$ cat src/rtl/clk_en_sched_pkg.sv
// Shared types and constants for the clk_en_sched clock-enable scheduler.
// Pending-request fields use fixed maximum widths so the type is parameter-free.
package clk_en_sched_pkg;

  localparam int C_MAX_CH_WIDTH  = 4;
  localparam int C_MAX_DIV_WIDTH = 32;
  localparam int C_DIV_DISABLE   = 0;

  typedef enum logic [0:0] {
    ST_IDLE = 1'b0,
    ST_WAIT = 1'b1
  } sched_state_e;

  typedef struct packed {
    logic [C_MAX_CH_WIDTH-1:0]  ch;
    logic [C_MAX_DIV_WIDTH-1:0] div;
  } pend_req_t;

  localparam pend_req_t C_PEND_RST = '{ch: {C_MAX_CH_WIDTH{1'b0}}, div: {C_MAX_DIV_WIDTH{1'b0}}};

  function automatic int ch_width_f(input int num_ch);
    return (num_ch > 1) ? $clog2(num_ch) : 1;
  endfunction

endpackage

$ cat src/rtl/clk_en_sched_if.sv
// Run-time configuration port of clk_en_sched: valid/ready request plus error pulse.
interface clk_en_sched_if #(
  parameter int C_NUM_CH    = 4,
  parameter int C_DIV_WIDTH = 8
);
  import clk_en_sched_pkg::*;

  localparam int C_CH_WIDTH = ch_width_f(C_NUM_CH);

  logic                   cfg_valid;
  logic                   cfg_ready;
  logic [C_CH_WIDTH-1:0]  cfg_ch;
  logic [C_DIV_WIDTH-1:0] cfg_div;
  logic                   cfg_err;

  modport master (
    output cfg_valid, cfg_ch, cfg_div,
    input  cfg_ready, cfg_err
  );

  modport slave (
    input  cfg_valid, cfg_ch, cfg_div,
    output cfg_ready, cfg_err
  );

endinterface

$ cat src/rtl/clk_en_chan.sv
// One divided clock-enable channel: down-counter reloaded from div at every strobe.
// With CLK_EN_SCHED_SYNC_EN defined, sync_i re-phases an active channel to cnt=div-1.
module clk_en_chan
  import clk_en_sched_pkg::*;
#(
  parameter int C_DIV_WIDTH = 8
) (
  input  logic                   clk,
  input  logic                   rst_n,
  input  logic                   load_i,
  input  logic [C_DIV_WIDTH-1:0] div_i,
`ifdef CLK_EN_SCHED_SYNC_EN
  input  logic                   sync_i,
`endif
  output logic                   ce_o,
  output logic                   active_o
);

  localparam logic [C_DIV_WIDTH-1:0] C_ZERO = C_DIV_WIDTH'(0);
  localparam logic [C_DIV_WIDTH-1:0] C_ONE  = C_DIV_WIDTH'(1);
  localparam logic [C_DIV_WIDTH-1:0] C_OFF  = C_DIV_WIDTH'(C_DIV_DISABLE);

  logic [C_DIV_WIDTH-1:0] cnt_q, cnt_d;
  logic [C_DIV_WIDTH-1:0] div_q, div_d;
  logic                   active_q, active_d;

  // Next-state: an explicit load wins over re-phasing, which wins over free running.
  always_comb begin
    cnt_d    = cnt_q;
    div_d    = div_q;
    active_d = active_q;
    if (load_i) begin
      if (div_i == C_OFF) begin
        active_d = 1'b0;
        cnt_d    = C_ZERO;
        div_d    = C_ZERO;
      end else begin
        active_d = 1'b1;
        cnt_d    = div_i - C_ONE;
        div_d    = div_i;
      end
    end
`ifdef CLK_EN_SCHED_SYNC_EN
    else if (sync_i && active_q) begin
      cnt_d = div_q - C_ONE;
    end
`endif
    else if (active_q) begin
      if (cnt_q == C_ZERO) begin
        cnt_d = div_q - C_ONE;
      end else begin
        cnt_d = cnt_q - C_ONE;
      end
    end else begin
      cnt_d = cnt_q;
    end
  end

  // Channel state registers.
  always_ff @(posedge clk or negedge rst_n) begin
    if (!rst_n) begin
      cnt_q    <= C_ZERO;
      div_q    <= C_ZERO;
      active_q <= 1'b0;
    end else begin
      cnt_q    <= cnt_d;
      div_q    <= div_d;
      active_q <= active_d;
    end
  end

  assign ce_o     = active_q & (cnt_q == C_ZERO);
  assign active_o = active_q;

endmodule

$ cat src/rtl/clk_en_sched.sv
// Clock-enable scheduler: C_NUM_CH divided strobes off one clock, reconfigured at period boundaries.
// Optional macro CLK_EN_SCHED_SYNC_EN adds sync_i to phase-align all active channels.
module clk_en_sched
  import clk_en_sched_pkg::*;
#(
  parameter int C_NUM_CH    = 4,
  parameter int C_DIV_WIDTH = 8
) (
  input  logic                clk,
  input  logic                rst_n,
  clk_en_sched_if.slave       cfg,
  output logic [C_NUM_CH-1:0] ce_out,
  output logic [C_NUM_CH-1:0] ch_active,
  output logic                busy
`ifdef CLK_EN_SCHED_SYNC_EN
  ,
  input  logic                sync_i
`endif
);

  localparam int C_CH_WIDTH = ch_width_f(C_NUM_CH);
  localparam logic [C_CH_WIDTH:0]    C_NUM_CH_V = (C_CH_WIDTH+1)'(C_NUM_CH);
  localparam logic [C_DIV_WIDTH-1:0] C_OFF      = C_DIV_WIDTH'(C_DIV_DISABLE);

  sched_state_e           state_q, state_d;
  pend_req_t              pend_q, pend_d;
  logic                   err_q, err_d;
  logic                   ready_s;
  logic                   xfer_s;
  logic                   in_range_s;
  logic                   tgt_active_s;
  logic                   pend_off_s;
  logic                   boundary_s;
  logic [C_NUM_CH-1:0]    start_sel_s;
  logic [C_NUM_CH-1:0]    pend_hit_s;
  logic [C_NUM_CH-1:0]    load_s;
  logic [C_DIV_WIDTH-1:0] load_div_s;

  assign ready_s      = (state_q == ST_IDLE);
  assign xfer_s       = cfg.cfg_valid & ready_s;
  assign in_range_s   = ({1'b0, cfg.cfg_ch} < C_NUM_CH_V);
  assign tgt_active_s = |(start_sel_s & ch_active);
  assign pend_off_s   = (pend_q.div == C_MAX_DIV_WIDTH'(C_DIV_DISABLE));

  // Only one load source is live at a time: the pending request in WAIT, the port in IDLE.
  assign load_div_s = (state_q == ST_WAIT)
                    ? (pend_off_s ? C_OFF : pend_q.div[C_DIV_WIDTH-1:0])
                    : cfg.cfg_div;

`ifdef CLK_EN_SCHED_SYNC_EN
  assign boundary_s = (|(pend_hit_s & ce_out)) | sync_i;
`else
  assign boundary_s = |(pend_hit_s & ce_out);
`endif

  // FSM next-state, pending capture and per-channel load strobes.
  always_comb begin
    state_d = state_q;
    pend_d  = pend_q;
    err_d   = 1'b0;
    load_s  = {C_NUM_CH{1'b0}};
    case (state_q)
      ST_IDLE: begin
        if (xfer_s && !in_range_s) begin
          err_d = 1'b1;
        end else if (xfer_s && tgt_active_s) begin
          pend_d.ch  = C_MAX_CH_WIDTH'(cfg.cfg_ch);
          pend_d.div = C_MAX_DIV_WIDTH'(cfg.cfg_div);
          state_d    = ST_WAIT;
        end else if (xfer_s && (cfg.cfg_div != C_OFF)) begin
          load_s = start_sel_s;
        end else begin
          load_s = {C_NUM_CH{1'b0}};
        end
      end
      ST_WAIT: begin
        if (boundary_s) begin
          load_s  = pend_hit_s;
          state_d = ST_IDLE;
        end else begin
          state_d = ST_WAIT;
        end
      end
      default: begin
        state_d = ST_IDLE;
      end
    endcase
  end

  // FSM, pending request and error pulse registers.
  always_ff @(posedge clk or negedge rst_n) begin
    if (!rst_n) begin
      state_q <= ST_IDLE;
      pend_q  <= C_PEND_RST;
      err_q   <= 1'b0;
    end else begin
      state_q <= state_d;
      pend_q  <= pend_d;
      err_q   <= err_d;
    end
  end

  for (genvar i = 0; i < C_NUM_CH; i++) begin : g_ch
    assign start_sel_s[i] = (cfg.cfg_ch == C_CH_WIDTH'(i));
    assign pend_hit_s[i]  = (pend_q.ch == C_MAX_CH_WIDTH'(i));

    clk_en_chan #(
      .C_DIV_WIDTH(C_DIV_WIDTH)
    ) u_chan (
      .clk      (clk),
      .rst_n    (rst_n),
      .load_i   (load_s[i]),
      .div_i    (load_div_s),
`ifdef CLK_EN_SCHED_SYNC_EN
      .sync_i   (sync_i),
`endif
      .ce_o     (ce_out[i]),
      .active_o (ch_active[i])
    );
  end

  assign cfg.cfg_ready = ready_s;
  assign cfg.cfg_err   = err_q;
  assign busy          = ~ready_s;

endmodule

$ cat src/flat_wrapper.sv
// flat-port wrapper written by rule: the top's interface ports become plain ports
module clk_en_sched_flat import clk_en_sched_pkg::*;
#(
  parameter int C_NUM_CH    = 4,
  parameter int C_DIV_WIDTH = 8
)
  (clk, rst_n, ce_out, ch_active, busy, cfg_cfg_valid, cfg_cfg_ch, cfg_cfg_div, cfg_cfg_ready, cfg_cfg_err);
  clk_en_sched_if #(.C_NUM_CH(C_NUM_CH), .C_DIV_WIDTH(C_DIV_WIDTH)) cfg_i ();
  input  logic clk;
  input  logic rst_n;
  output logic [C_NUM_CH-1:0] ce_out;
  output logic [C_NUM_CH-1:0] ch_active;
  output logic busy;
  input wire logic [$bits(cfg_i.cfg_valid)-1:0] cfg_cfg_valid;
  input wire logic [$bits(cfg_i.cfg_ch)-1:0] cfg_cfg_ch;
  input wire logic [$bits(cfg_i.cfg_div)-1:0] cfg_cfg_div;
  output wire logic [$bits(cfg_i.cfg_ready)-1:0] cfg_cfg_ready;
  output wire logic [$bits(cfg_i.cfg_err)-1:0] cfg_cfg_err;
  assign cfg_i.cfg_valid = cfg_cfg_valid;
  assign cfg_i.cfg_ch = cfg_cfg_ch;
  assign cfg_i.cfg_div = cfg_cfg_div;
  assign cfg_cfg_ready = cfg_i.cfg_ready;
  assign cfg_cfg_err = cfg_i.cfg_err;
  clk_en_sched #(.C_NUM_CH(C_NUM_CH), .C_DIV_WIDTH(C_DIV_WIDTH)) u_core (.clk(clk), .rst_n(rst_n), .cfg(cfg_i), .ce_out(ce_out), .ch_active(ch_active), .busy(busy));
endmodule
$ cat config.mk
export PLATFORM = sky130hd
export DESIGN_NAME = clk_en_sched_flat
export DESIGN_NICKNAME = d
export VERILOG_FILES = /design/src/rtl/clk_en_sched_pkg.sv /design/src/rtl/clk_en_sched_if.sv /design/src/rtl/clk_en_chan.sv /design/src/rtl/clk_en_sched.sv /design/src/flat_wrapper.sv
export SDC_FILE = /design/constraint.sdc
export NUM_CORES = 1
export LEC_CHECK = 0
export BUFFER_PORTS_ARGS = -buffer_cell sky130_fd_sc_hd__clkbuf_2
export CORE_ASPECT_RATIO = 1.5
export CORE_MARGIN = 1.5
export CORE_UTILIZATION = 30
export DETAILED_ROUTE_END_ITERATION = 10
export GPL_ROUTABILITY_DRIVEN = 0
export PLACE_DENSITY = 0.45
export SYNTH_ARGS = -nofsm -noshare
export SYNTH_HDL_FRONTEND = slang
export SYNTH_SLANG_ARGS = --single-unit
$ cat constraint.sdc
create_clock -name clk -period 3.2 [get_ports clk]
set_input_delay 0.64 -clock clk [delete_from_list [all_inputs] [get_ports clk]]
set_output_delay 0.64 -clock clk [all_outputs]
set_load 0.05 [all_outputs]
Yosys cells after proc, flatten, opt, wreduce, memory -nomap -nowiden:

Index checks and enable logic that the tools add are counted.

* add/subtract/negate cells: 9
* multipliers: 0
* divide/modulo/power cells: 0
* magnitude comparators: 0
* eq/ne operators: 6
* shifts and indexed selects: 0
* mux-type cells: 24
* bitwise operators: 8
* reductions and logical operators: 18

Operator list (count)
* 8-bit two-way mux: 16
* 8-bit by 1-bit subtractor with 8-bit output (second input constant): 9
* 8-bit logical NOT: 5
* 32-bit logical NOT: 1
* 4-bit two-way mux: 3
* 4-bit AND: 2
* 2-bit == test (second input constant): 4
* 4-bit one-hot mux with 2 select lines: 1
* 2-bit nonzero test: 4
* 8-bit nonzero test: 1
* 4-bit OR reduction: 2
* 1-bit AND: 5
* 2-bit by 1-bit == test with 1-bit output (second input constant): 2
* 4-bit logical NOT: 1
* 1-bit two-way mux: 3
* 1-bit logical AND: 2
* 2-bit logical NOT: 1
* 1-bit one-hot mux with 2 select lines: 1
* 2-bit AND reduction: 1
* 1-bit inverter: 1

* register bits: 79
* bits in latches: 0
* bits in writable memories: 0
* memory bits (read-only): 0
* input port bits: 13
* output and inout bits: 11
* logic and storage cells: 80
* memories kept: 0

Logic depth before layout (Yosys ltp):

* depth after elaboration: 7
* mapped depth: 11
* depth with buffers taken out: 9

By module:

A second synthesis with hierarchy kept.

* cell total of the unflattened synthesis: 542
* area, all modules: 5320.1 µm²

Modules (own cells, without submodules)
* clk_en_chan: instances 4, cells an instance 122, area an instance 1161.1 µm², sequential area each 425.4 µm²
* clk_en_sched: instances 1, cells an instance 54, area an instance 675.6 µm², sequential area each 275.3 µm²

Worst setup path after synthesis:

Ideal clock, no wire load.

* path type: register to register
* start: register u_core.state_q (netlist: u_core.busy)
* end: register u_core.g_ch[2].u_chan.active_q
* setup time: 0.125 ns
* arrival time: 3.272 ns
* required time: 3.075 ns
* path slack: -0.198 ns
* stages on the path, launching flop included: 11
* path buffers: 5
* period minus slack after synthesis: 3.398 ns
* cell sequence: dfrtp_1 > buf_2 > clkbuf_1 > buf_1 > mux2i_1 > ha_1 > o21ai_0 > or4_1 > clkbuf_1 > buf_2 > mux2_4

* word-level cells in the longest chain between the ends: 6
* elaborated cells on any way between the ends: 10
* those cells by class: mux: 5; bitwise: 2; reduce/logical: 3

RTL lines
* start: declaration: RTL line clk_en_sched.sv:25 `sched_state_e state_q, state_d;`
* start signal: assignment: RTL line clk_en_sched.sv:97 `state_q <= state_d;`
* 1-bit inverter (no source line)
* 1-bit AND: RTL line clk_en_sched.sv:40 `assign xfer_s = cfg.cfg_valid & ready_s;`
* 1-bit logical AND: RTL line clk_en_sched.sv:70 `end else if (xfer_s && (cfg.cfg_div != C_OFF)) begin`
* 4-bit two-way mux: RTL line clk_en_sched.sv:70
* 4-bit two-way mux: RTL line clk_en_sched.sv:66 `end else if (xfer_s && tgt_active_s) begin`
* 4-bit one-hot mux with 2 select lines: RTL line clk_en_sched.sv:62 `case (state_q)`
* end signal: assignment: RTL line clk_en_chan.sv:68 `active_q <= active_d;`
* end: declaration: RTL line clk_en_chan.sv:25 `logic active_q, active_d;`

Parallel ways exist; a longest one is shown, timed or not.
A chain may end at the register's enable or synchronous reset.

Final worst setup path:

* start: register u_core.g_ch[3].u_chan.cnt_q[3]
* end: output port ce_out[3]

* word-level cells in the longest chain between the ends: 2

RTL lines
* start: declaration: RTL line clk_en_chan.sv:23 `logic [C_DIV_WIDTH-1:0] cnt_q, cnt_d;`
* start signal: assignment: RTL line clk_en_chan.sv:66 `cnt_q <= cnt_d;`
* 8-bit logical NOT: RTL line clk_en_chan.sv:72 `assign ce_o = active_q & (cnt_q == C_ZERO);`
* 1-bit AND: RTL line clk_en_chan.sv:72
* end: declaration: RTL line flat_wrapper.sv:11 `output logic [C_NUM_CH-1:0] ce_out;`

Every way passes these cells.

==> key figures <==
Run status
  • Status: finished clean

Placement
  • Buffers on Ports: 22
  • Placed cell area: 0.00537 mm²
  • Detail Placement HPWL: 11.0 mm
  • Post-Place Cells: about 700

Run
  • Number of max-cap violations: 0

Drt
  • Residual DRC: 0
  • Vias after detailed routing: between 4,000 and 5,000
  • DRT Pass-1 Iters: 4
  • DR WL/cell: 20.4 µm
  • Final ANT Viol Nets: 0
  • Vias per inst: roughly 5.6
  • WL final: 15.0 mm
  • Detailed Route Iter0 Violations: 231

Critical path
  • WP buf/inv: 2
  • R2R setup slack: slightly below 0.4 ns
  • CP Data Required Time: around 2.6 ns
  • RR Startpoint: u_core.g_ch[0].u_chan.cnt_q[5]
  • Crit Path Max Fanout: 8
  • Worst Reg2Reg Path Length in Cells: 8
  • Critical-path cell list: or4_4 -> nor3_4 -> nand2_1 -> inv_1 -> clkbuf_2
  • Worst EP arrival: 2.36 ns
  • Critical path's top delay family: simple AND/OR/NAND/NOR gates
  • Largest stage delay, worst path: 0.58 ns
  • Crit end category: primary output
  • Crit start category: flip-flop
  • Setup Crit Path Kind: reg2out
  • Worst path slowest cell: or4_4
  • Reg-to-Reg End: u_core.g_ch[0].u_chan.cnt_q[6]

Logic synthesis
  • Cell variety after synth: 71
  • Sequential area share after synthesis: 0.395
  • Synth Cell Area: 0.00501 mm²
  • Syn_area_per_cell: between 9 and 10 µm²
  • Mapped Nets: 521
  • Post-synthesis register bit count: 79
  • Ys async rst share: 1.00
  • Top_reg_cell synth: dfrtp_1
  • Syn Inst Count: about 500
  • Number of flops mapped to enable cells by yosys: 0
  • YS warnings: 0

Global routing
  • Gr usage total: 0.181
  • Vias in the first global route: 4,146
  • Global route overflow: 0
  • First-pass GRT wire length: 23.7 mm
  • Maximum number of pins on one net before global-route repair: 34
  • Initial antenna violation count: 0

Finish
  • Non-filler cells, final: ~740
  • Cell area after layout: 0.00567 mm²
  • Fin nets: 542
  • Multi-input logic area: 0.00279 mm²
  • Fin util: 0.349
  • Filler cells: between 1,500 and 2,000
  • Antenna diode count: 0
  • Area Overhead vs Synth: 13.3%
  • Share of layout cells above drive strength 1: 0.238
  • Storage cell area: 0.00198 mm²

Clock tree
  • CTS tree: yes
  • Worst skew pair latency: 0.34 ns
  • Number of setup buffers added after CTS: 0
  • CTS Root Cell: clkbuf_16
  • Hold_buf cts: 0
  • Max Root-Sink Buffers: 2
  • Post-cts resize count: 0
  • CTS buffer count: 9
  • Reg clk slew, reported paths: ~0.07 ns
  • Sink Count: 79
  • Htree depth: 3

Floorplan
  • Initial core utilization: 0.308
  • I/O Pins: 24
  • Die width: 108 µm
  • Die Ht: 161 µm
  • Site row count: 57
  • Core area: approximately 0.016 mm²
  • Die Area: 0.0175 mm²

STA
  • Tcrit/Tclk final: 0.938
  • Slew HR: 0.218
  • Final-report hold violation count: 0
  • Slew Limit Fails: 0
  • Period minus WS final: 3.00 ns
  • Total negative setup slack: 0 ns
  • Final setup fails: 0
  • Layout Skew: about 0.012 ns
  • F_max: 333 MHz
  • Unrepaired setup endpoints after global routing: false
  • Slew at the pin with the worst max-slew slack: 1.17 ns

Pwr
  • Sw Share: 0.449
  • Clock power frac: 0.186
  • IR drop worst, VDD: 0.279 mV
  • Flop pwr share: 0.357
  • Cell Pwr Density: 1010 mW/mm²
  • LEAKAGE: 2.42 nW
  • Combinational share of power: 0.457
  • P_sw: 0.00257 W
  • Internal: 0.00316 W

Hold path
  • Hold Crit Class: in2async
## metal layers
| layer | routed length (µm) | GRT usage | vias up | part of all wire |
|---|---|---|---|---|
| met5 | 0 | 0 | - | 0 |
| met4 | 457 | 0.0772 | 0 | 0.030 |
| met3 | 297 | 0.0250 | 19 | 0.020 |
| met2 | 7870 | 0.313 | 70 | 0.53 |
| met1 | 6360 | 0.223 | 2041 | 0.42 |
| li1 | - | - | 1957 | - |
## layout make-up
type / count / area share
Multi-Input combinational cell: 378 / 0.491
Sequential cell: 79 / 0.349
Timing Repair Buffer: 46 / 0.0538
Tap cell: 206 / 0.0454
Clock buffer: 10 / 0.0421
Clock inverter: 6 / 0.0119
Inverter: 10 / 0.00662
## state kept, by name, summed over array words and instances, names as in the netlist
signal / cells
u_core.g_ch.u_chan.cnt_q: 32
u_core.g_ch.u_chan.active_o: 4
u_core.g_ch.u_chan.div_q: 32
u_core.busy: 1
u_core.pend_q: 10
## layout by cell type, fill, tap and decap left out, drive strengths merged, types with 4 or more instances in the layout
cell type  count
or4            8
nor3b          6
a21o           4
dfrtp         79
nor2b          8
a22oi          5
nand2         26
o211ai         5
o31ai          4
clkbuf        31
a21oi         32
nand2b         7
inv           12
mux2          49
nand4          5
o21ai         14
a31o           6
a31oi          7
xnor2          5
o22ai          5
nor3          19
nor2          32
nand3          9
ha             5
buf           25
or3            6
mux2i         34
a211oi        12
nor4          12
and3           4
## power by group through the flow
| stage | combinational [W] | clock, W | sequential (W) |
|---|---|---|---|
| floorplan | 0.00186 | 0 | 0.00185 |
| global placement | 0.00263 | 0 | 0.00204 |
| detailed placement | 0.00264 | 0 | 0.00204 |
| CTS | 0.00265 | 0.00110 | 0.00203 |
| global route | 0.00286 | 0.00113 | 0.00213 |
| finish | 0.00262 | 0.00106 | 0.00204 |
## cell families after synthesis
kind of cell / Yosys count / synth area share
compound gates: 121 / 0.167
mux: 83 / 0.180
flops: 79 / 0.395
buf+inv: 46 / 0.0487
simple gates: 161 / 0.184
fa+ha+maj: 5 / 0.0125
other cells: 1 / 0.000749
xor+xnor: 7 / 0.0122
## how the worst max path moves through the flow
stage | start | end | slack, ns | depth (start not counted)
after floorplan | u_core.busy | u_core.g_ch[2].u_chan.active_o | 0.09 | 10
after global placement | u_core.g_ch[0].u_chan.cnt_q[5] | u_core.g_ch[0].u_chan.cnt_q[6] | 0.36 | 8
after detailed placement | cfg_cfg_div[0] | u_core.g_ch[3].u_chan.div_q[0] | 0.37 | 8
after CTS | u_core.g_ch[3].u_chan.cnt_q[3] | ce_out[3] | 0.16 | 5
after global routing | u_core.g_ch[3].u_chan.cnt_q[3] | ce_out[3] | 0.02 | 5
final | u_core.g_ch[3].u_chan.cnt_q[3] | ce_out[3] | 0.20 | 5
## Yosys cell counts (3+ instances only)
cell type / instances / area (µm²)
a211oi_1: 12 / 90.1
a21o_1: 4 / 30.0
a21oi_1: 32 / 160
a221oi_1: 3 / 26.3
a22oi_1: 5 / 37.5
a31o_2: 6 / 52.6
a31oi_1: 6 / 37.5
and3_1: 4 / 25.0
and4_1: 3 / 26.3
buf_2: 5 / 25.0
buf_4: 9 / 67.6
clkbuf_1: 18 / 67.6
dfrtp_1: 79 / 1980
ha_1: 5 / 62.6
inv_1: 10 / 37.5
mux2_2: 47 / 529
mux2i_1: 34 / 340
nand2_1: 26 / 97.6
nand2b_1: 7 / 43.8
nand3_1: 9 / 45.0
nand3b_1: 3 / 22.5
nand4_1: 5 / 31.3
nor2_1: 32 / 120
nor2b_1: 8 / 50.1
nor3_1: 17 / 85.1
nor3b_1: 6 / 45.0
nor4_1: 11 / 68.8
nor4b_1: 3 / 26.3
o211ai_1: 5 / 37.5
o21ai_0: 14 / 70.1
o22ai_1: 5 / 31.3
o311ai_0: 3 / 26.3
o31ai_1: 4 / 30.0
or3_1: 6 / 37.5
or4_1: 6 / 45.0
xnor2_1: 5 / 43.8
## metrics by stage
step	setup WS [ns]	hold slack, ns	power [W]
after floorplan	0.0875	0.344	0.00371
after global placement	0.359	0.485	0.00467
after detailed placement	0.375	0.492	0.00469
after CTS	0.161	0.271	0.00578
after global routing	0.0183	0.282	0.00612
final	0.199	0.261	0.00572
Power figures use the tool's default switching activity.
